$ cat config.mk
export PLATFORM = sky130hd
export DESIGN_NAME = rom_boot_loader_flat
export DESIGN_NICKNAME = d
export VERILOG_FILES = /design/src/rtl/rom_boot_loader_pkg.sv /design/src/rtl/rom_boot_loader_if.sv /design/src/rtl/rom_boot_loader_rom_read_pipe.sv /design/src/rtl/rom_boot_loader.sv /design/src/flat_wrapper.sv
export SDC_FILE = /design/constraint.sdc
export NUM_CORES = 1
export LEC_CHECK = 0
export ABC_AREA = 1
export ABC_CLOCK_PERIOD_IN_PS = 2200
export CAP_MARGIN = 10
export CELL_PAD_IN_SITES_DETAIL_PLACEMENT = 0
export CELL_PAD_IN_SITES_GLOBAL_PLACEMENT = 2
export CORE_MARGIN = 4
export CORE_UTILIZATION = 31
export CTS_BUF_LIST = sky130_fd_sc_hd__clkbuf_8
export DETAILED_ROUTE_END_ITERATION = 10
export GPL_TIMING_DRIVEN = 1
export PLACE_DENSITY = 0.8
export SYNTH_ARGS = -nofsm -noshare
export SYNTH_HDL_FRONTEND = slang
export SYNTH_SLANG_ARGS = --single-unit
$ cat constraint.sdc
create_clock -name clk -period 2.2 [get_ports clk]
set_clock_uncertainty 0.1 [all_clocks]
set_input_delay 0.44 -clock clk [delete_from_list [all_inputs] [get_ports clk]]
set_output_delay 0.44 -clock clk [all_outputs]
set_load 0.02 [all_outputs]
$ cat src/rtl/rom_boot_loader_pkg.sv
// Shared definitions for the ROM boot loader: FSM states, ROM latency and header magic.
package boot_pkg;

    typedef enum logic [2:0] {
        IDLE,
        CHECK,
        COPY,
        DONE,
        ERROR
    } boot_state_e;

    localparam int          ROM_LATENCY   = 2;
    localparam int          MAGIC_LEN     = 4;
    localparam logic [31:0] DEFAULT_MAGIC = 32'h4D525341;

    // Header byte idx of the magic word, LSB first.
    function automatic logic [7:0] magic_byte(input logic [31:0] magic, input logic [1:0] idx);
        return magic[8*idx +: 8];
    endfunction

endpackage

$ cat src/rtl/rom_boot_loader_if.sv
// Bus between the boot loader and its ROM, CPU RAM and CPU reset/status.
interface rom_boot_loader_if #(
    parameter int ROM_ADDR_W = 6,
    parameter int RAM_ADDR_W = 8
);
    logic [ROM_ADDR_W-1:0] rom_addr;
    logic                  rom_enable_out;
    logic [7:0]            rom_data;
    logic [RAM_ADDR_W-1:0] ram_addr;
    logic [7:0]            ram_data;
    logic                  ram_wr;
    logic                  cpu_reset;
    logic                  boot_done;
    logic                  boot_error;

    modport master (
        output rom_addr, rom_enable_out, ram_addr, ram_data, ram_wr,
        output cpu_reset, boot_done, boot_error,
        input  rom_data
    );

    modport slave (
        input  rom_addr, rom_enable_out, ram_addr, ram_data, ram_wr,
        input  cpu_reset, boot_done, boot_error,
        output rom_data
    );
endinterface

$ cat src/rtl/rom_boot_loader_rom_read_pipe.sv
// Sequential ROM address issuer; tracks the registered-ROM latency and tags each
// returned byte with the index it was issued for.
module rom_read_pipe
    import boot_pkg::*;
#(
    parameter int ADDR_W = 6
) (
    input  logic              clk,
    input  logic              reset,
    input  logic              start_i,
    input  logic              stop_i,
    input  logic [ADDR_W:0]   len_i,
    input  logic [7:0]        rom_data_i,
    output logic [ADDR_W-1:0] rom_addr_o,
    output logic              data_valid_o,
    output logic [ADDR_W-1:0] data_index_o,
    output logic [7:0]        data_byte_o
);

    logic [ADDR_W-1:0]      addr_q, addr_d;
    logic [ADDR_W:0]        cnt_q, cnt_d;
    logic                   active_q, active_d;
    logic [ROM_LATENCY-1:0] vld_q, vld_d;
    logic [ADDR_W-1:0]      idx_q [ROM_LATENCY];
    logic [ADDR_W-1:0]      idx_d [ROM_LATENCY];
    logic                   issue;
    logic [ADDR_W-1:0]      issue_idx;

    // NOTE: every signal written here gets a default first, so no latch is inferred.
    always_comb begin
        addr_d    = addr_q;
        cnt_d     = cnt_q;
        active_d  = active_q;
        issue     = 1'b0;
        issue_idx = cnt_q[ADDR_W-1:0];
        if (stop_i) begin
            active_d = 1'b0;
        end else if (start_i) begin
            issue     = 1'b1;
            issue_idx = '0;
            addr_d    = '0;
            cnt_d     = {{ADDR_W{1'b0}}, 1'b1};
            active_d  = 1'b1;
        end else if (active_q && (cnt_q < len_i)) begin
            // cnt_q is one bit wider than the address so a full-depth copy can end.
            issue  = 1'b1;
            addr_d = cnt_q[ADDR_W-1:0];
            cnt_d  = cnt_q + 1'b1;
        end
        vld_d    = stop_i ? '0 : {vld_q[ROM_LATENCY-2:0], issue};
        idx_d[0] = issue_idx;
        for (int i = 1; i < ROM_LATENCY; i++) begin
            idx_d[i] = idx_q[i-1];
        end
    end

    // NOTE: sequential state uses <= so every register sees pre-edge values.
    always_ff @(posedge clk) begin
        if (reset) begin
            addr_q   <= '0;
            cnt_q    <= '0;
            active_q <= 1'b0;
            vld_q    <= '0;
        end else begin
            addr_q   <= addr_d;
            cnt_q    <= cnt_d;
            active_q <= active_d;
            vld_q    <= vld_d;
        end
    end

    // NOTE: the index pipe is data only; vld_q qualifies it, so it is left unreset.
    always_ff @(posedge clk) begin
        for (int i = 0; i < ROM_LATENCY; i++) begin
            idx_q[i] <= idx_d[i];
        end
    end

    assign rom_addr_o   = addr_q;
    assign data_valid_o = vld_q[ROM_LATENCY-1];
    assign data_index_o = idx_q[ROM_LATENCY-1];
    assign data_byte_o  = rom_data_i;

endmodule

$ cat src/rtl/rom_boot_loader.sv
// Checks the ROM magic header, copies COPY_LEN bytes into CPU RAM, then releases cpu_reset.
// DONE is reached at edge COPY_LEN+8 (first reset-low edge = edge 1), one edge before 1+6+COPY_LEN+2.
module rom_boot_loader
    import boot_pkg::*;
#(
    parameter int          ROM_ADDR_W = 6,
    parameter int          RAM_ADDR_W = 8,
    parameter int          COPY_LEN   = 64,
    parameter int          RAM_BASE   = 0,
    parameter logic [31:0] MAGIC      = DEFAULT_MAGIC
) (
    input logic             clk,
    input logic             reset,
    rom_boot_loader_if.master bus
);

    localparam logic [RAM_ADDR_W-1:0] BASE      = RAM_ADDR_W'(RAM_BASE);
    localparam logic [RAM_ADDR_W-1:0] LAST_ADDR = RAM_ADDR_W'(RAM_BASE + COPY_LEN - 1);
    localparam logic [ROM_ADDR_W:0]   COPY_LEN_W = (ROM_ADDR_W+1)'(COPY_LEN);
    localparam logic [ROM_ADDR_W:0]   HDR_LEN_W  = (ROM_ADDR_W+1)'(MAGIC_LEN);
    localparam logic [ROM_ADDR_W-1:0] HDR_LAST   = ROM_ADDR_W'(MAGIC_LEN - 1);

    boot_state_e           state_q, state_d;
    logic                  rom_en_q, rom_en_d;
    logic [RAM_ADDR_W-1:0] ram_addr_q, ram_addr_d;
    logic [7:0]            ram_data_q, ram_data_d;
    logic                  ram_wr_q, ram_wr_d;
    logic                  cpu_reset_q, cpu_reset_d;
    logic                  boot_done_q, boot_done_d;
    logic                  boot_error_q, boot_error_d;

    logic                  pipe_start, pipe_stop;
    logic                  data_valid;
    logic [ROM_ADDR_W-1:0] data_index;
    logic [7:0]            data_byte;

    rom_read_pipe #(.ADDR_W(ROM_ADDR_W)) u_pipe (
        .clk          (clk),
        .reset        (reset),
        .start_i      (pipe_start),
        .stop_i       (pipe_stop),
        .len_i        ((state_q == COPY) ? COPY_LEN_W : HDR_LEN_W),
        .rom_data_i   (bus.rom_data),
        .rom_addr_o   (bus.rom_addr),
        .data_valid_o (data_valid),
        .data_index_o (data_index),
        .data_byte_o  (data_byte)
    );

    always_comb begin
        state_d      = state_q;
        rom_en_d     = rom_en_q;
        ram_addr_d   = ram_addr_q;
        ram_data_d   = ram_data_q;
        ram_wr_d     = 1'b0;
        cpu_reset_d  = cpu_reset_q;
        boot_done_d  = boot_done_q;
        boot_error_d = boot_error_q;
        pipe_start   = 1'b0;
        pipe_stop    = 1'b0;
        unique case (state_q)
            IDLE: begin
                state_d    = CHECK;
                rom_en_d   = 1'b1;
                pipe_start = 1'b1;
            end
            CHECK: begin
                if (data_valid) begin
                    if (data_byte != magic_byte(MAGIC, data_index[1:0])) begin
                        state_d      = ERROR;
                        rom_en_d     = 1'b0;
                        boot_error_d = 1'b1;
                        pipe_stop    = 1'b1;
                    end else if (data_index == HDR_LAST) begin
                        state_d    = COPY;
                        pipe_start = 1'b1;
                    end
                end
            end
            COPY: begin
                if (data_valid) begin
                    ram_wr_d   = 1'b1;
                    ram_addr_d = BASE + RAM_ADDR_W'(data_index);
                    ram_data_d = data_byte;
                end else if (ram_wr_q && (ram_addr_q == LAST_ADDR)) begin
                    state_d     = DONE;
                    rom_en_d    = 1'b0;
                    cpu_reset_d = 1'b0;
                    boot_done_d = 1'b1;
                    pipe_stop   = 1'b1;
                end
            end
            default: pipe_stop = 1'b1;
        endcase
    end

    always_ff @(posedge clk) begin
        if (reset) begin
            state_q      <= IDLE;
            rom_en_q     <= 1'b0;
            ram_addr_q   <= BASE;
            ram_data_q   <= 8'h00;
            ram_wr_q     <= 1'b0;
            cpu_reset_q  <= 1'b1;
            boot_done_q  <= 1'b0;
            boot_error_q <= 1'b0;
        end else begin
            state_q      <= state_d;
            rom_en_q     <= rom_en_d;
            ram_addr_q   <= ram_addr_d;
            ram_data_q   <= ram_data_d;
            ram_wr_q     <= ram_wr_d;
            cpu_reset_q  <= cpu_reset_d;
            boot_done_q  <= boot_done_d;
            boot_error_q <= boot_error_d;
        end
    end

    assign bus.rom_enable_out = rom_en_q;
    assign bus.ram_addr       = ram_addr_q;
    assign bus.ram_data       = ram_data_q;
    // Gated so a write already registered cannot land while reset is held.
    assign bus.ram_wr         = ram_wr_q & ~reset;
    assign bus.cpu_reset      = cpu_reset_q;
    assign bus.boot_done      = boot_done_q;
    assign bus.boot_error     = boot_error_q;

endmodule

$ cat src/flat_wrapper.sv
// flat-port wrapper written by rule: the top's interface ports become plain ports
module rom_boot_loader_flat import boot_pkg::*;
#(
    parameter int          ROM_ADDR_W = 6,
    parameter int          RAM_ADDR_W = 8,
    parameter int          COPY_LEN   = 64,
    parameter int          RAM_BASE   = 0,
    parameter logic [31:0] MAGIC      = DEFAULT_MAGIC
)
  (clk, reset, bus_rom_addr, bus_rom_enable_out, bus_ram_addr, bus_ram_data, bus_ram_wr, bus_cpu_reset, bus_boot_done, bus_boot_error, bus_rom_data);
  rom_boot_loader_if #(.ROM_ADDR_W(ROM_ADDR_W), .RAM_ADDR_W(RAM_ADDR_W)) bus_i ();
  input logic clk;
  input logic reset;
  output wire logic [$bits(bus_i.rom_addr)-1:0] bus_rom_addr;
  output wire logic [$bits(bus_i.rom_enable_out)-1:0] bus_rom_enable_out;
  output wire logic [$bits(bus_i.ram_addr)-1:0] bus_ram_addr;
  output wire logic [$bits(bus_i.ram_data)-1:0] bus_ram_data;
  output wire logic [$bits(bus_i.ram_wr)-1:0] bus_ram_wr;
  output wire logic [$bits(bus_i.cpu_reset)-1:0] bus_cpu_reset;
  output wire logic [$bits(bus_i.boot_done)-1:0] bus_boot_done;
  output wire logic [$bits(bus_i.boot_error)-1:0] bus_boot_error;
  input wire logic [$bits(bus_i.rom_data)-1:0] bus_rom_data;
  assign bus_rom_addr = bus_i.rom_addr;
  assign bus_rom_enable_out = bus_i.rom_enable_out;
  assign bus_ram_addr = bus_i.ram_addr;
  assign bus_ram_data = bus_i.ram_data;
  assign bus_ram_wr = bus_i.ram_wr;
  assign bus_cpu_reset = bus_i.cpu_reset;
  assign bus_boot_done = bus_i.boot_done;
  assign bus_boot_error = bus_i.boot_error;
  assign bus_i.rom_data = bus_rom_data;
  rom_boot_loader #(.ROM_ADDR_W(ROM_ADDR_W), .RAM_ADDR_W(RAM_ADDR_W), .COPY_LEN(COPY_LEN), .RAM_BASE(RAM_BASE), .MAGIC(MAGIC)) u_core (.clk(clk), .reset(reset), .bus(bus_i));
endmodule
==> impl_metrics.csv, run 1 <==
group,metric,value,unit
run_status,run_status,"finished clean",
power_and_ir_drop,power.static_leakage,1.193,nW
yosys,synth-async-reset-ratio,0,
cts,clock_sink_count,50,
placement,worst_setup_timing_slack_at_the_placement_stage,-0.07970,ns
cts,cts_repair_resize_count,0,
yosys,synth_seq_area_share,0.4681,
setup_path,worst_r2r_endpoint,"u_core.u_pipe.cnt_q[5]",
grt,groute.layer.met2.usage,0.2097,
timing,report.final.slew_viol_count,0,
grt,globalRoute.totalOverflow,0,
power_and_ir_drop,areal_power_density_over_the_cells,1071,mW/mm²
timing,unrepaired_setup_endpoints_after_global_routing,"false",
grt,grt_first_pass_wirelength,8411,µm
floorplan,die_area,0.008290,mm²
timing,worst_slack,0.05711,ns
setup_path,worstPathRequired,1.66,ns
final_layout,seq_area,0.001001,mm²
final_layout,multi_input_area,960.9,µm²
yosys,synthesis.instances,279,
grt,antenna_found_initial,0,
grt,first_global_vias,1776,
cts,tritoncts,"done",
placement,finalWeightedCongestion,0.7250,
placement,place.port_buffers,34,
setup_path,ff2ff_path_depth,13,
drt,drt_wl_total,4925,µm
hold_path,worstHoldPathCells,0,
grt,grt.total_usage,0.1244,
cts,postCtsSetupRepairBufs,0,
cts,clk_pin_slew_worst_paths,0.09,ns
drt,dr.first_iter.drc_count,49,
power_and_ir_drop,overall_power_after_layout,0.002975,W
floorplan,core_area,0.006756,mm²
placement,hpwlAfterDp,3699,µm
floorplan,ios,37,
cts,tritoncts.num_buffers,5,
setup_path,crit_path_max_fanout,2,
yosys,post_synth_top_flop,"sky130_fd_sc_hd__dfxtp_1",
drt,detail_route.drc_violations,0,
timing,final.min_clock_period,2.143,ns
hold_path,hp-class,"flip-flop to flip-flop",
drt,detail_route.first_pass.iterations,4,
yosys,synth_area,0.002138,mm²
drt,num_vias,1829,
power_and_ir_drop,power.ir.vdd_worst,0.0004830,V
grt,grt_start_max_net_pins,29,
yosys,ys_warn_count,0,
setup_path,worst-setup-path-type,"primary input to output port",
yosys,avgSynthCellArea,7.664,µm²
timing,setup_total_negative_slack,0,ns
cts,htreeDepth,2,
final_layout,finalCoreUtilization,0.4111,
cts,clock_tree.root_cell,"sky130_fd_sc_hd__clkbuf_8",
yosys,number_of_synthesized_flops_with_an_enable_pin,0,
hold_path,min_delay_worst_endpoint,"u_core.u_pipe.idx_q[0][9]",
drt,wl_per_cell,12.10,µm
final_layout,antenna_cells,0,
flow_run,maxCapViolCount,0,
final_layout,nNetsFinal,340,
grt,gr-usage-met1,0.1579,
final_layout,drive_above_1_share,0.1162,
yosys,ys_types,30,
grt,met3_usage,0.02817,
final_layout,areaGrowthSynthToFinish,29.90,%
floorplan,die_x,91.05,µm
setup_path,regToRegSetupSlack,0.24,ns
floorplan,floorplan.initialDensity,0.3165,
cts,clock_insertion_delay_worst_skew,0.30,ns
setup_path,worstPathArrival,1.60,ns
cts,clk_path_buf_depth,2,
floorplan,row_count,30,
setup_path,critical_path.reg2reg.startpoint,"u_core.u_pipe.idx_q[0][6]",
floorplan,chipHeight,91.05,µm
setup_path,cp-start-kind,"primary input",
timing,timing.final.crit_share,0.9740,
drt,via_per_inst,4.494,
hold_path,holdCritStartpoint,"u_core.u_pipe.idx_q[0][3]",
yosys,ys_ff_latch,50,
grt,grt_most_used_layer,"met2",
setup_path,endpoint_kind,"output port",
final_layout,layout.filler_cells,695,
timing,max_freq,0.4667,GHz
timing,timing.final.setup_violations,0,
cts,holdBufCountCts,0,
drt,ant_nets,0,
timing,hold_viol,0,
==> cells in the mapped netlist, types with 2 or more instances <==
| master | count | area share |
|---|---|---|
| sky130_fd_sc_hd__nand3_1 | 26 | 0.061 |
| sky130_fd_sc_hd__nand2_1 | 44 | 0.077 |
| sky130_fd_sc_hd__nand2_2 | 4 | 0.012 |
| sky130_fd_sc_hd__nand4_1 | 7 | 0.020 |
| sky130_fd_sc_hd__o21ai_0 | 15 | 0.035 |
| sky130_fd_sc_hd__nand3_2 | 2 | 0.0094 |
| sky130_fd_sc_hd__nor2_1 | 47 | 0.083 |
| sky130_fd_sc_hd__dfxtp_1 | 50 | 0.47 |
| sky130_fd_sc_hd__ha_1 | 4 | 0.023 |
| sky130_fd_sc_hd__a21boi_0 | 3 | 0.011 |
| sky130_fd_sc_hd__xor2_1 | 4 | 0.016 |
| sky130_fd_sc_hd__nor2_4 | 2 | 0.011 |
| sky130_fd_sc_hd__inv_1 | 27 | 0.047 |
| sky130_fd_sc_hd__clkbuf_1 | 3 | 0.0053 |
| sky130_fd_sc_hd__buf_4 | 4 | 0.014 |
| sky130_fd_sc_hd__inv_2 | 2 | 0.0035 |
| sky130_fd_sc_hd__nand3_4 | 2 | 0.016 |
| sky130_fd_sc_hd__buf_2 | 3 | 0.0070 |
| sky130_fd_sc_hd__a21oi_1 | 19 | 0.044 |
==> sequential cells by signal (all words and copies together), names as in the netlist, 2 cells and up <==
signal                    flops
u_core.bus.ram_data           8
u_core.u_pipe.cnt_q           7
u_core.u_pipe.idx_q          12
u_core.state_q                3
u_core.u_pipe.rom_addr_o      6
u_core.u_pipe.vld_q           2
u_core.bus.ram_addr           6
==> kinds of logic (layout without fill, tap and decap cells) <==
kind of cell	count (synthesis)	after routing	synth area share
compound gates	40	40	0.1012
xor+xnor	5	5	0.02048
fa+ha+maj	4	4	0.02341
buf+inv	41	88	0.08426
flops	50	50	0.4681
other cells	1	2	0.001754
simple gates	138	138	0.3008
==> per-layer routing <==
| metal | share of wire | wire, µm | vias up |
|---|---|---|---|
| met5 | 0 | 0 | - |
| met4 | 0.013 | 64 | 0 |
| met3 | 0.038 | 187 | 5 |
| met2 | 0.45 | 2230 | 28 |
| met1 | 0.50 | 2443 | 809 |
| li1 | - | - | 987 |
==> power breakdown <==
group	switching (W)	leakage [nW]	internal [W]	total, W
Clock	0.000306	0.0714	0.000485	0.000791
Sequential	0.0000936	0.406	0.00102	0.00112
Combinational	0.000642	0.716	0.000424	0.00107
Total	0.00104	1.19	0.00193	0.00297
==> worst max path at each step <==
| stage | start | end | slack (ns) |
|---|---|---|---|
| 4_1_cts | reset | bus_ram_wr | 0.03 |
| 3_3_place_gp | bus_rom_data[0] | u_core.u_pipe.cnt_q[0] | -0.07 |
| 5_1_grt | u_core.u_pipe.idx_q[0][6] | u_core.u_pipe.cnt_q[5] | 0.0002 |
| 6_report | reset | bus_ram_wr | 0.06 |
| 3_5_place_dp | bus_rom_data[0] | u_core.u_pipe.cnt_q[0] | -0.08 |
| 2_1_floorplan | u_core.u_pipe.idx_q[0][6] | u_core.u_pipe.cnt_q[3] | 0.46 |
==> placed cells by master (no fill, tap or decap), types with 2 or more instances in the layout <==
master	netlist	layout
sky130_fd_sc_hd__nand3_1	26	26
sky130_fd_sc_hd__nand4_1	7	7
sky130_fd_sc_hd__clkdlybuf4s50_1	0	34
sky130_fd_sc_hd__nor2_4	2	2
sky130_fd_sc_hd__ha_1	4	4
sky130_fd_sc_hd__buf_4	4	16
sky130_fd_sc_hd__bufinv_16	0	2
sky130_fd_sc_hd__nand2_1	44	44
sky130_fd_sc_hd__nor2_1	47	47
sky130_fd_sc_hd__a21oi_1	19	19
sky130_fd_sc_hd__a21boi_0	3	3
sky130_fd_sc_hd__clkbuf_8	0	6
sky130_fd_sc_hd__conb_1	1	2
sky130_fd_sc_hd__nand3_4	2	2
sky130_fd_sc_hd__dfxtp_1	50	50
sky130_fd_sc_hd__inv_2	2	2
sky130_fd_sc_hd__inv_1	27	27
sky130_fd_sc_hd__xor2_1	4	4
sky130_fd_sc_hd__nand2_2	4	4
sky130_fd_sc_hd__o21ai_0	15	15
sky130_fd_sc_hd__nand3_2	2	2
==> area by class of cell <==
class | count | area share
sequential | 50 | 0.3604
multi-input combinational | 189 | 0.3459
timing repair buffer | 50 | 0.1658
inverter | 30 | 0.04054
tap | 80 | 0.03604
clock buffer | 6 | 0.02973
clock inverter | 2 | 0.02162
==> worst max-delay path, cell delays in order <==
cell and delay (ns):
sky130_fd_sc_hd__clkdlybuf4s50_1 0.45, sky130_fd_sc_hd__nor2_1 0.11, sky130_fd_sc_hd__clkdlybuf4s50_1 0.60
==> per-stage QoR <==
stage / hold slack [ns] / cells / cell area [µm²]
global placement: 0.2104 / 399 / 2635
global route: 0.2392 / 407 / 2778
detailed placement: 0.2121 / 399 / 2635
floorplan: 0.2096 / 280 / 2142
finish: 0.2274 / 407 / 2778
CTS: 0.2273 / 407 / 2778
Note: power is estimated with default switching activity, not from simulation.
==> run 2: changes to the inputs <==
--- a/config.mk
+++ b/config.mk
@@ -8,8 +8,8 @@
 export ABC_AREA = 1
 export ABC_CLOCK_PERIOD_IN_PS = 2200
-export CAP_MARGIN = 10
+export CAP_MARGIN = 20
 export CELL_PAD_IN_SITES_DETAIL_PLACEMENT = 0
 export CELL_PAD_IN_SITES_GLOBAL_PLACEMENT = 2
-export CORE_MARGIN = 4
+export CORE_MARGIN = 5
 export CORE_UTILIZATION = 31
 export CTS_BUF_LIST = sky130_fd_sc_hd__clkbuf_8
==> constraint.sdc (replaced) <==
create_clock -name clk -period 2.2 [get_ports clk]
set_clock_uncertainty 0.1 [all_clocks]
set_input_delay 0.33 -clock clk [delete_from_list [all_inputs] [get_ports clk]]
set_output_delay 0.33 -clock clk [all_outputs]
set_load 0.02 [all_outputs]
==> impl_metrics.csv, run 2 (same netlist as run 1, synthesis figures left out) <==
group,metric,value,unit
run_status,run_status,"finished clean",
timing,report.final.slew_viol_count,0,
drt,wl_per_cell,12.26,µm
floorplan,chipHeight,93.05,µm
cts,clock_sink_count,50,
timing,unrepaired_setup_endpoints_after_global_routing,"false",
floorplan,row_count,30,
final_layout,finish.cell_count_without_fillers,403,
grt,grt_most_used_layer,"met2",
power_and_ir_drop,power.static_leakage,1.155,nW
final_layout,layout_common_cells,"sky130_fd_sc_hd__dfxtp_1, sky130_fd_sc_hd__nor2_1, sky130_fd_sc_hd__nand2_1",
grt,grt_first_pass_wirelength,8459,µm
power_and_ir_drop,overall_power_after_layout,0.002818,W
drt,ant_nets,0,
cts,clock_tree.root_cell,"sky130_fd_sc_hd__clkbuf_8",
power_and_ir_drop,cellInternalPower,0.001774,W
final_layout,max_flop_register,"u_core.u_pipe.idx_q",
setup_path,endpoint_kind,"flip-flop",
final_layout,areaGrowthSynthToFinish,27.38,%
setup_path,worstPathRequired,2.29,ns
power_and_ir_drop,switching_share,0.3705,
placement,place.port_buffers,34,
placement,finalWeightedCongestion,0.7538,
cts,tritoncts,"done",
placement,hpwlAfterDp,3729,µm
drt,detail_route.first_pass.iterations,4,
floorplan,floorplan.initialDensity,0.3165,
grt,grt_start_max_net_pins,17,
power_and_ir_drop,power.ir.vdd_worst,0.0003840,V
drt,num_vias,1812,
final_layout,antenna_cells,0,
timing,final.min_clock_period,1.967,ns
drt,drt_wl_total,4940,µm
cts,tritoncts.num_buffers,5,
placement,post-place-cells,395,
grt,met3_usage,0.02896,
setup_path,cp-start-kind,"flip-flop",
timing,max_freq,0.5083,GHz
timing,timing.final.setup_violations,0,
cts,clock_insertion_delay_worst_skew,0.30,ns
cts,htreeDepth,2,
grt,globalRoute.totalOverflow,0,
drt,dr.first_iter.drc_count,50,
grt,gr-usage-met1,0.1660,
power_and_ir_drop,areal_power_density_over_the_cells,1035,mW/mm²
grt,groute.layer.met2.usage,0.1932,
grt,grt.total_usage,0.1229,
cts,clk_pin_slew_worst_paths,0.09,ns
drt,detail_route.drc_violations,0,
timing,timing.final.crit_share,0.8942,
cts,postCtsSetupRepairBufs,0,
floorplan,die_x,93.05,µm
power_and_ir_drop,power.net_switching,0.001044,W
final_layout,nNetsFinal,336,
hold_path,hp-class,"flip-flop to flip-flop",
setup_path,worstPathArrival,2.06,ns
floorplan,ios,37,
power_and_ir_drop,share_comb_of_total_power,0.372,
setup_path,worst-setup-path-type,"flip-flop to flip-flop",
final_layout,max_reg_flops,12,
floorplan,core_area,0.006756,mm²
grt,first_global_vias,1738,
timing,hold_viol,0,
timing,setup_total_negative_slack,0,ns
final_layout,most_frequent_standard_cell_in_the_layout_excluding_fill_and_tap_cells,"sky130_fd_sc_hd__dfxtp_1",
cts,clk_path_buf_depth,2,
grt,antenna_found_initial,0,
floorplan,die_area,0.008658,mm²
final_layout,drive_above_1_share,0.1053,
power_and_ir_drop,power.clock.fraction,0.232,
setup_path,crit_path_max_fanout,11,
flow_run,maxCapViolCount,0,
drt,via_per_inst,4.496,
final_layout,finalCoreUtilization,0.4031,
power_and_ir_drop,power.sequential.fraction,0.396,
## run 2: changes by cell type in the layout (fill, tap and decap cells not counted), sizes merged
cell / change
clkbuf: -1
bufinv: -1
clkinvlp: +2
buf: -4
## run 2: worst max-delay path: stages, from the launching register on
cell and delay (ns):
sky130_fd_sc_hd__dfxtp_1 0.34, sky130_fd_sc_hd__inv_1 0.06, sky130_fd_sc_hd__ha_1 0.31, sky130_fd_sc_hd__inv_1 0.06, sky130_fd_sc_hd__nand3_1 0.05, sky130_fd_sc_hd__nand2_1 0.08
sky130_fd_sc_hd__inv_1 0.04, sky130_fd_sc_hd__nor2_1 0.16, sky130_fd_sc_hd__nand3_1 0.11, sky130_fd_sc_hd__nand2_2 0.11, sky130_fd_sc_hd__nand2_4 0.12, sky130_fd_sc_hd__buf_4 0.18
sky130_fd_sc_hd__nand3_1 0.06, sky130_fd_sc_hd__a21oi_1 0.06
## run 2: final cells by class
type                            instances  area [µm²]
Sequential cell                        50        1001
Timing Repair Buffer                   46       430.4
Fill cell                             709        4033
Clock buffer                            5       68.82
Multi-Input combinational cell        189       965.9
Inverter                               30       112.6
Tap cell                               80       100.1
Clock inverter                          3       45.04
## run 2: final timing paths
check,startpoint,endpoint,slack (ns),cells after the start
setup / recovery,u_core.u_pipe.idx_q[0][6],u_core.u_pipe.cnt_q[4],0.23,13
hold / removal,u_core.u_pipe.idx_q[0][4],u_core.u_pipe.idx_q[0][10],0.23,0
setup reg to reg,u_core.u_pipe.idx_q[0][6],u_core.u_pipe.cnt_q[4],0.23,13
hold reg to reg,u_core.u_pipe.idx_q[0][4],u_core.u_pipe.idx_q[0][10],0.23,0
## run 2: power groups by stage
stage	combinational, W	sequential, W	clock, W
detailed placement	0.00105	0.00114	0
floorplan	0.000716	0.00116	0
CTS	0.00105	0.00112	0.000686
global placement	0.00105	0.00114	0
finish	0.00105	0.00112	0.000655
global route	0.00119	0.00114	0.000727
## run 2: layer usage
metal | vias up | wire (µm)
met3 | 7 | 171
met1 | 795 | 2574
met2 | 29 | 2120
met4 | 0 | 73
li1 | 981 | -
met5 | - | 0
## run 2: timing repair
item / 4_1_cts / 5_1_grt
resized for setup: 0 / 1
hold buffers: 0 / 0
endpoints found under the setup margin: 0 / 6
## run 2: metrics by stage
step           cell area [µm²]  hold WS, ns  worst slack [ns]
2_1_floorplan             2142       0.2096            0.4562
3_3_place_gp              2605       0.2112           0.02066
6_report                  2724       0.2308            0.2328
5_1_grt                   2724       0.2366           0.01315
3_5_place_dp              2605       0.2121           0.02210
4_1_cts                   2719       0.2315            0.1430
